File: config.mk
export PLATFORM = sky130hd
export DESIGN_NAME = bit_serializer
export DESIGN_NICKNAME = d
export VERILOG_FILES = /design/src/rtl/bit_serializer.sv
export SDC_FILE = /design/constraint.sdc
export NUM_CORES = 1
export LEC_CHECK = 0
export CAP_MARGIN = 0
export CORE_MARGIN = 2
export CORE_UTILIZATION = 35
export DETAILED_ROUTE_END_ITERATION = 7
export SLEW_MARGIN = 10
export SYNTH_ARGS = -nofsm -noshare
export SYNTH_HDL_FRONTEND = slang
export SYNTH_SLANG_ARGS = --single-unit
export TNS_END_PERCENT = 100
File: constraint.sdc
create_clock -name clk -period 2.43 [get_ports clk]
set_clock_uncertainty 0.1 [all_clocks]
set_input_delay 0.3645 -clock clk [delete_from_list [all_inputs] [get_ports clk]]
set_output_delay 0.3645 -clock clk [all_outputs]
set_load 0.02 [all_outputs]
File: src/rtl/bit_serializer.sv
// Parallel-to-serial feeder for the sequence detector: accepts words over valid/ready
// and shifts them out MSB-first, with a one-word holding register for gapless streaming.
module bit_serializer #(
  parameter int   WIDTH    = 8,
  parameter logic IDLE_BIT = 1'b0
) (
  input  logic             clk,
  input  logic             rst,
  input  logic [WIDTH-1:0] din,
  input  logic             din_valid,
  output logic             din_ready,
  output logic             o,
  output logic             o_valid,
  output logic             o_last,
  output logic             busy
);

  localparam int                CNT_W   = $clog2(WIDTH);
  localparam logic [CNT_W-1:0]  CNT_MAX = CNT_W'(WIDTH - 1);

  typedef enum logic {
    IDLE  = 1'b0,
    SHIFT = 1'b1
  } state_t;

  state_t           state, state_nx;
  logic [WIDTH-1:0] shreg, shreg_nx;
  logic [CNT_W-1:0] cnt, cnt_nx;
  logic [WIDTH-1:0] hold, hold_nx;
  logic             hold_full, hold_full_nx;
  logic             accept;

  assign din_ready = rst && !hold_full;
  assign accept    = din_valid && din_ready;

  // NOTE: sequential state uses non-blocking assignments so every register samples
  // the values from before the edge, independent of statement order.
  always_ff @(posedge clk) begin
    if (!rst) begin
      state     <= IDLE;
      shreg     <= '0;
      cnt       <= '0;
      hold      <= '0;
      hold_full <= 1'b0;
    end else begin
      state     <= state_nx;
      shreg     <= shreg_nx;
      cnt       <= cnt_nx;
      hold      <= hold_nx;
      hold_full <= hold_full_nx;
    end
  end

  // NOTE: every signal gets its hold-value default first so no path leaves it
  // unassigned, which would otherwise infer a latch.
  always_comb begin
    state_nx     = state;
    shreg_nx     = shreg;
    cnt_nx       = cnt;
    hold_nx      = hold;
    hold_full_nx = hold_full;
    case (state)
      IDLE: begin
        if (accept) begin
          shreg_nx = din;
          cnt_nx   = CNT_MAX;
          state_nx = SHIFT;
        end
      end
      SHIFT: begin
        shreg_nx = {shreg[WIDTH-2:0], 1'b0};
        if (cnt == '0) begin
          // Last bit on the wire: a held word wins, then a direct load, else go idle.
          if (hold_full) begin
            shreg_nx     = hold;
            cnt_nx       = CNT_MAX;
            hold_full_nx = 1'b0;
          end else if (accept) begin
            shreg_nx = din;
            cnt_nx   = CNT_MAX;
          end else begin
            state_nx = IDLE;
          end
        end else begin
          cnt_nx = cnt - 1'b1;
          if (accept) begin
            hold_nx      = din;
            hold_full_nx = 1'b1;
          end
        end
      end
      default: state_nx = IDLE;
    endcase
  end

  assign o       = (state == SHIFT) ? shreg[WIDTH-1] : IDLE_BIT;
  assign o_valid = (state == SHIFT);
  assign o_last  = (state == SHIFT) && (cnt == '0);
  assign busy    = (state == SHIFT) || hold_full;

endmodule

Yosys cells after proc, flatten, opt, wreduce, memory -nomap -nowiden
Cells that the tools add are included.
{"block": "totals", "mem_bits_rw": 0, "in_bits": 11, "wordCells": 34, "n_memories": 0, "out_inout_bits": 5, "latchBits": 0, "ff_bits": 21, "rom_bits": 0}
{"block": "classes", "div": 0, "shift": 0, "mul": 0, "mux": 16, "order_cmp": 0, "add_sub_neg": 1, "n_bitwise": 2, "eq_ne": 1, "n_reduce_logical": 9}
{"operator": "$mux 8", "n": 4}
{"operator": "$pmux 8 s2", "n": 1}
{"operator": "$mux 3", "n": 3}
{"operator": "$mux 1", "n": 6}
{"operator": "$pmux 3 s2", "n": 1}
{"operator": "$logic_and 1x1->1", "n": 3}
{"operator": "$logic_not 3->1", "n": 1}
{"operator": "$reduce_and 3->1", "n": 1}
{"operator": "$sub 3x1->3 const B", "n": 1}
{"operator": "$ne 2x2->1 const B", "n": 1}
{"operator": "$not 1->1", "n": 2}
{"operator": "$pmux 1 s2", "n": 1}
{"operator": "$reduce_and 2->1", "n": 1}
{"operator": "$reduce_bool 2->1", "n": 1}
{"operator": "$logic_not 1->1", "n": 1}
{"operator": "$logic_or 1x1->1", "n": 1}

Logic depth before layout (Yosys ltp)
{"block": "depth", "word_depth": 7, "depth_mapped": 7, "ltp_nobuf": 5}

Least setup slack after synthesis
Ideal clock, no wire load.
{"block": "synth_timing", "kind": "reg2out", "from": "register cnt[0]", "to": "output o_last", "arrival_ns": 1.208, "n_path_buf": 1, "required_ns": 1.965, "path_stages_with_launch": 6, "path_slack_ns": 0.758, "path_cell_list": "dfxtp_1 -> inv_1 -> ha_1 -> nor2b_1 -> clkbuf_1 -> and2_1"}
{"block": "synth_between", "elab_chain_cells": 2}
{"element": "start: declaration", "line": "28", "text": "logic [CNT_W-1:0] cnt, cnt_nx;"}
{"element": "start signal: assignment", "line": "48", "text": "cnt <= cnt_nx;"}
{"element": "$logic_not 3->1", "line": "98", "text": "assign o_last = (state == SHIFT) && (cnt == '0);"}
{"element": "$logic_and 1x1->1", "line": "98"}
{"element": "end: declaration", "line": "14", "text": "output logic o_last,"}
Every way passes these cells.

Worst setup path in the final report
Same ends and word-level chain as after synthesis.

==> summary.md <==
| Metric | Value |
|---|---|
| RSZ-0062 raised after global routing | `false` |
| Max_cap viols | `0` |
| Die ar. | `around 4200 um2` |
| Number of DRC markers in iteration 0 | `75` |
| Pre-CTS setup slack | `a little under 0.3 ns` |
| Dpl hpwl | `between 1500 and 2000 um` |
| Port Buf Inserts | `15` |
| Crit-path leading delay family | `buffers and inverters` |
| CP Class | `reg2out` |
| Clk_lat worst skew | `~0.26 ns` |
| Met1 usage | `21.7%` |
| Drc violations | `0` |
| Share of cells above drive strength 1 | `between 10% and 20%` |
| N_diodes | `0` |
| Core Util, Final | `about two fifths` |
| Clock Tree Root | `clkbuf_8` |
| Crit start category | `register` |
| Routed WL | `between 2000 and 3000 um` |
| Leakage | `approximately 0.56 nW` |
| Syn_area_per_cell | `8.70 um2` |
| Final setup fails | `0` |
| GR met3 Demand/Resource | `3.99%` |
| Met2 Usage GRT | `around a quarter` |
| Number of synthesized flops with an enable pin | `0` |
| Min Tclk post-route | `roughly 2.3 ns` |
| # Post-CTS Setup Buffers | `0` |
| Pins over their slew limit | `0` |
| DR vias/cell | `between 5 and 6` |
| Fmax | `441 MHz` |
| ANT nets after route | `0` |
| Top cells by area, synth | `dfxtp_1, a2111o_1, nor4bb_1` |
| FFs w/ async S/R, synth | `0%` |
| Top_reg_cell synth | `dfxtp_1` |
| PostCTS Resize Cnt | `0` |
| Max incr delay on CP | `~0.6 ns` |
| Via Count | `roughly 1100` |
| Synth top area share | `32.4%` |
| Die X | `about 65 um` |
| Tcrit/Tclk final | `93.4%` |
| Largest net degree at the start of global routing | `29` |
| Synth Instances | `~150` |
| CP Max Fanout | `4` |
| Number of CTS-inserted buffers | `3` |
| Gr ovfl total | `0` |
| CTS clk-pin slew, worst paths | `roughly 0.07 ns` |
| I/O Pins | `16` |
| Starting Density | `a little over a third` |
| Crit. End Element | `output port` |
| Net count after synthesis | `~160` |
| Worst-Margin Slew | `0.471 ns` |
| Vias in the first global route | `about 1200` |
| Tot GR Track Use | `roughly 17%` |
| Initial antenna violation count | `0` |
| Final Instance Area | `1510 um2` |
| Final worst-path setup slack | `0.162 ns` |
| GRT busiest layer | `met2` |
| Die H | `roughly 65 um` |
| Run status | `finished, final reports clean` |
| Post-place instance area | `1470 um2` |
| Global-route wire length before repair | `approximately 5400 um` |
| Slew Limit Headroom | `between 60% and 70%` |
| Ys Warns | `0` |
| Clock sinks | `21` |
| Worst min-delay path category | `reg2reg` |
| Reg2reg setup slack | `approximately 0.63 ns` |
| CP Data Required Time | `about 2.0 ns` |
| Post-DR wirelength/cell | `around 14 um` |
| Layout Area Growth over Synthesis | `16.6%` |
| Hold Fails Final Rpt | `0` |
| Mapped Area | `between 1000 and 1500 um2` |
| Synth area leader | `dfxtp_1` |
| Slowest cell on the critical path | `clkdlybuf4s50_1` |
| Power per cell area | `roughly 600 nW/um2` |
| Critical path buffer and inverter count | `2` |
| Sequential element share of the synthesized area | `between 30% and 40%` |
| Yosys reg bits | `21` |
| Setup tns final | `0 ns` |
| Routability Congestion | `roughly 0.83` |
| Drt pass-1 iters | `4` |
| Area of the core | `about 3600 um2` |
| Filler Cell Count | `359` |
| CTS tree | `done` |
| Post-CTS Hold Buffers | `0` |
| H-Tree Depth | `1` |
| NumNets Final | `between 150 and 200` |
| CTS max path bufs | `2` |
| Synth unique cells | `33` |
| Cell chain of the critical path | `inv_1 > ha_1 > nor2b_1 > and2_1 > clkdlybuf4s50_1` |
| Worst vdd ir | `around 290 uV` |
| Tot Pwr | `around 900 uW` |
| Crit path DAT | `roughly 1.8 ns` |
| Rows | `22` |
-- routing by layer --
metal	up-vias	wire length [um]
li1	568	-
met1	547	1480
met2	20	1360
met3	4	102
met4	0	30
met5	-	0
-- registers in the layout (all words and copies together) (netlist names) --
register,cells
hold,8
shreg,8
cnt,3
hold_full,1
o_valid,1
-- through the flow --
stage | hold WS [ns] | std cells
after detailed placement | 0.351 | 203
after floorplan | 0.340 | 149
final | 0.359 | 207
after global placement | 0.349 | 203
after CTS | 0.365 | 207
after global routing | 0.380 | 207
-- synthesized netlist by cell type, types with 2 or more instances --
library cell / count
dfxtp_1: 21
nand2_1: 16
inv_1: 10
a21oi_1: 8
buf_2: 8
nand4_1: 8
nor2b_1: 8
o21ai_2: 8
a2111o_1: 7
nor4bb_1: 7
o22a_1: 7
o31ai_1: 7
clkbuf_1: 4
and2_1: 2
buf_4: 2
buf_6: 2
ha_1: 2
nand2b_1: 2
nand3_1: 2
nor2_1: 2
nor3_1: 2
o21a_1: 2
o311a_1: 2
-- area by class of cell --
cell class,instances,area [um2],area share [%]
clock buffers,4,45.0,2.98
inverters,10,37.5,2.48
multi-input cells,102,746,49.3
flip-flops and latches,21,420,27.8
well taps,48,60.1,3.97
repair buffers,22,203,13.4
-- final timing paths --
kind / from / to / cells after the start
worst max register to register: cnt[0]$_SDFF_PN0_ / shreg[4]$_SDFFE_PN0P_ / 6
worst max-delay path: cnt[0]$_SDFF_PN0_ / o_last / 5
worst min-delay path: hold[4]$_SDFFE_PN0P_ / hold[4]$_SDFFE_PN0P_ / 2
worst min register to register: hold[4]$_SDFFE_PN0P_ / hold[4]$_SDFFE_PN0P_ / 2
-- cells in the final DEF, fill, tap and decap left out, drive strengths merged, types with 2 or more instances in the layout --
master	instances
nor2	2
inv	10
dfxtp	21
and2	2
nor2b	9
nor4bb	7
nand2b	2
nand2	16
a2111o	7
buf	7
a21oi	9
o21a	2
o311a	2
o22a	7
ha	2
nor3	2
clkbuf	4
o31ai	7
nand3	2
nand4	8
clkdlybuf4s50	15
o21ai	8
-- tightest hold or removal path: cells and delay by family, from the launching register on --
family,cells,cell delay [ns]
AO/OA/AOI/OAI,1,0.05
flip-flops,1,0.31
AND/OR/NAND/NOR,1,0.06
-- cell families after synthesis --
group	Yosys count	synth area share (%)
multiplexers	1	0.772
buffers and inverters	26	10.0
flip-flops	21	32.4
adder cells (fa/ha/maj)	2	1.93
AND/OR/NAND/NOR	53	24.9
AO/OA/AOI/OAI	46	29.9
-- report_power, final --
group	leakage [nW]	switching, mW	total (mW)	internal, mW
combinational	0.369	0.147	0.272	0.125
clock	0.0228	0.115	0.232	0.117
sequential	0.173	0.0238	0.401	0.377
(Power assumes the default switching activity.)
==> edit: new RTL, same flow settings <==
Set the parameter `WIDTH` to 4 (it was 8).
--- a/src/rtl/bit_serializer.sv
+++ b/src/rtl/bit_serializer.sv
@@ -1,7 +1,7 @@
 // Parallel-to-serial feeder for the sequence detector: accepts words over valid/ready
 // and shifts them out MSB-first, with a one-word holding register for gapless streaming.
 module bit_serializer #(
-  parameter int   WIDTH    = 8,
+  parameter int   WIDTH    = 4,
   parameter logic IDLE_BIT = 1'b0
 ) (
   input  logic             clk,
Ports: changed (resized din); port bits go from 16 to 12. The function was not compared with the original's and may differ.
==> edit against the unedited design <==
Final area fell by 44%; area after synthesis fell by 47%; power fell by 43%; combinational power shrank 56%; largest power group unchanged; sequential cell count decreased by 9; maximum frequency increased by 1.0%; register-to-register slack better by 0.17 ns; die area down 44%; setup slack better by 0.023 ns; routed wire length down 50%.
==> edit: results (changes against the unedited design) <==
metric;value;unit;change
status;completed;;unchanged
viasPerCell;5.30;;was 5.50
seq_area_frac_synth;34.9;%;was 32.4%
synth_cell_type_count;29;;was 33
cts_buffers;3;;unchanged
initialDrtViolationCount;16;;was 75
critPathTopFamily;buffers and inverters;;unchanged
p_sw_share;29.5;%;was 31.6%
critPathMaxStageDelay;0.61;ns;
slew-limit-headroom;72.5;%;was 68.6%
vias;625;;was 1139
placed_area;817;µm²;was 1470 µm²
clock-root-buffer;clkbuf_4;;was clkbuf_8
postSynthNetCount;87;;was 162
io_buffers;11;;was 15
met1_usage;18.4;%;was 21.7%
fin_setup_tns;0;ns;unchanged
met2_usage;21.3;%;was 26.3%
syn_avg_cell_area;8.60;µm²;was 8.70 µm²
dp.cells;114;;was 203
cp_max_fo;9;;was 4
ys_top_cells_by_count;12 x dfxtp_1, 7 x nand2_1, 6 x buf_2, 6 x o221ai_1, 5 x nand3_1;;was 21 x dfxtp_1, 16 x nand2_1, 10 x inv_1
antenna_found_initial;0;;unchanged
gp_congestion;0.754;;was 0.832
wl_met3;92;µm;was 102 µm
grt.total_usage;13.8;%;was 16.5%
clockBufferDepth;2;;unchanged
met1Wirelength;712;µm;was 1480 µm
clk_pin_slew_worst_paths;0.08;ns;
ys_async_sr_fraction;0;%;unchanged
drive_gt1_share;13.2;%;was 14.5%
peakVddDrop;418;µV;was 287 µV
met3_usage;5.56;%;was 3.99%
nFillCells;200;;was 359
route.met2.wl;679;µm;was 1360 µm
ctsResizeCount;0;;unchanged
grt_first_pass_wirelength;2530;µm;was 5430 µm
ys_warn_count;0;;unchanged
crit_arrival;1.78;ns;was 1.80 ns
synthTopCellsByArea;dfxtp_1 35%, o221ai_1 7.6%, nand4bb_1 4.9%, buf_2 4.4%, o211a_1 4.4%;;was dfxtp_1 32%, a2111o_1 6.1%, nor4bb_1 5.4%, o21ai_2 5.4%, o22a_1 4.7%
antenna_cells;0;;unchanged
final_nets;99;;was 173
grt_pass1_vias;541;;was 1192
total_leakage_power;0.000345;µW;was 0.000564 µW
holdCritPathClass;register to register;;unchanged
clk_latency;0.28;ns;was 0.26 ns
routedWlPerCell;12.6;µm;was 14.4 µm
dpl.hpwl;1030;µm;was 1940 µm
grt_max_degree;16;;was 29
top_regs;hold x4, shreg x4, cnt x2;;was hold x8, shreg x8, cnt x3
first_pass_iters;4;;unchanged
grt.busiest_layer;met2;;unchanged
dp_slack;0.277;ns;was 0.298 ns
## edit: cell types whose count changed after synthesis, sizes merged, moves of 8 or more
cell	change
nand2	-9
nor2b	-9
nand4	-8
dfxtp	-9
inv	-8
## edit: power by group through the flow
stage / Clock (µW) / Combinational [µW] / Sequential, µW
CTS: 171 / 122 / 232
global placement: 0 / 120 / 237
detailed placement: 0 / 121 / 236
floorplan: 0 / 90.9 / 226
finish: 165 / 121 / 232
global route: 179 / 134 / 235
## edit: cell type report
cell class | instances | area (µm²) | area share, %
Timing Repair Buffer | 14 | 133 | 15.5
Sequential cell | 12 | 240 | 28.2
Clock buffer | 4 | 36.3 | 4.25
Multi-Input combinational cell | 59 | 403 | 47.2
Inverter | 2 | 7.51 | 0.880
Tap cell | 27 | 33.8 | 3.96
## edit: path summary, 6_finish.rpt
| kind | start | end | slack (ns) | cells after the start |
|---|---|---|---|---|
| hold reg to reg | hold[2]$_SDFFE_PN0P_ | hold[2]$_SDFFE_PN0P_ | 0.36 | 2 |
| hold / removal | hold[2]$_SDFFE_PN0P_ | hold[2]$_SDFFE_PN0P_ | 0.36 | 2 |
| setup / recovery | cnt[1]$_SDFF_PN0_ | o_last | 0.18 | 3 |
| setup reg to reg | o_valid$_SDFF_PN0_ | hold[1]$_SDFFE_PN0P_ | 0.80 | 4 |
## edit: cell families (layout without fill, tap and decap cells)
logic type | Yosys count | after routing | share of synthesized area [%]
xor gates and xnor gates | 1 | 1 | 1.27
buffers and inverters | 9 | 20 | 6.55
muxes | 1 | 1 | 1.45
DFF | 12 | 12 | 34.9
and+or+nand+nor | 31 | 31 | 26.4
AOI/OAI and AO/OA | 26 | 26 | 29.5
## edit: worst min-delay path: stages (launching register included)
cell     delay, ns
dfxtp_1       0.32
nand2_1       0.05
o21ai_1       0.05
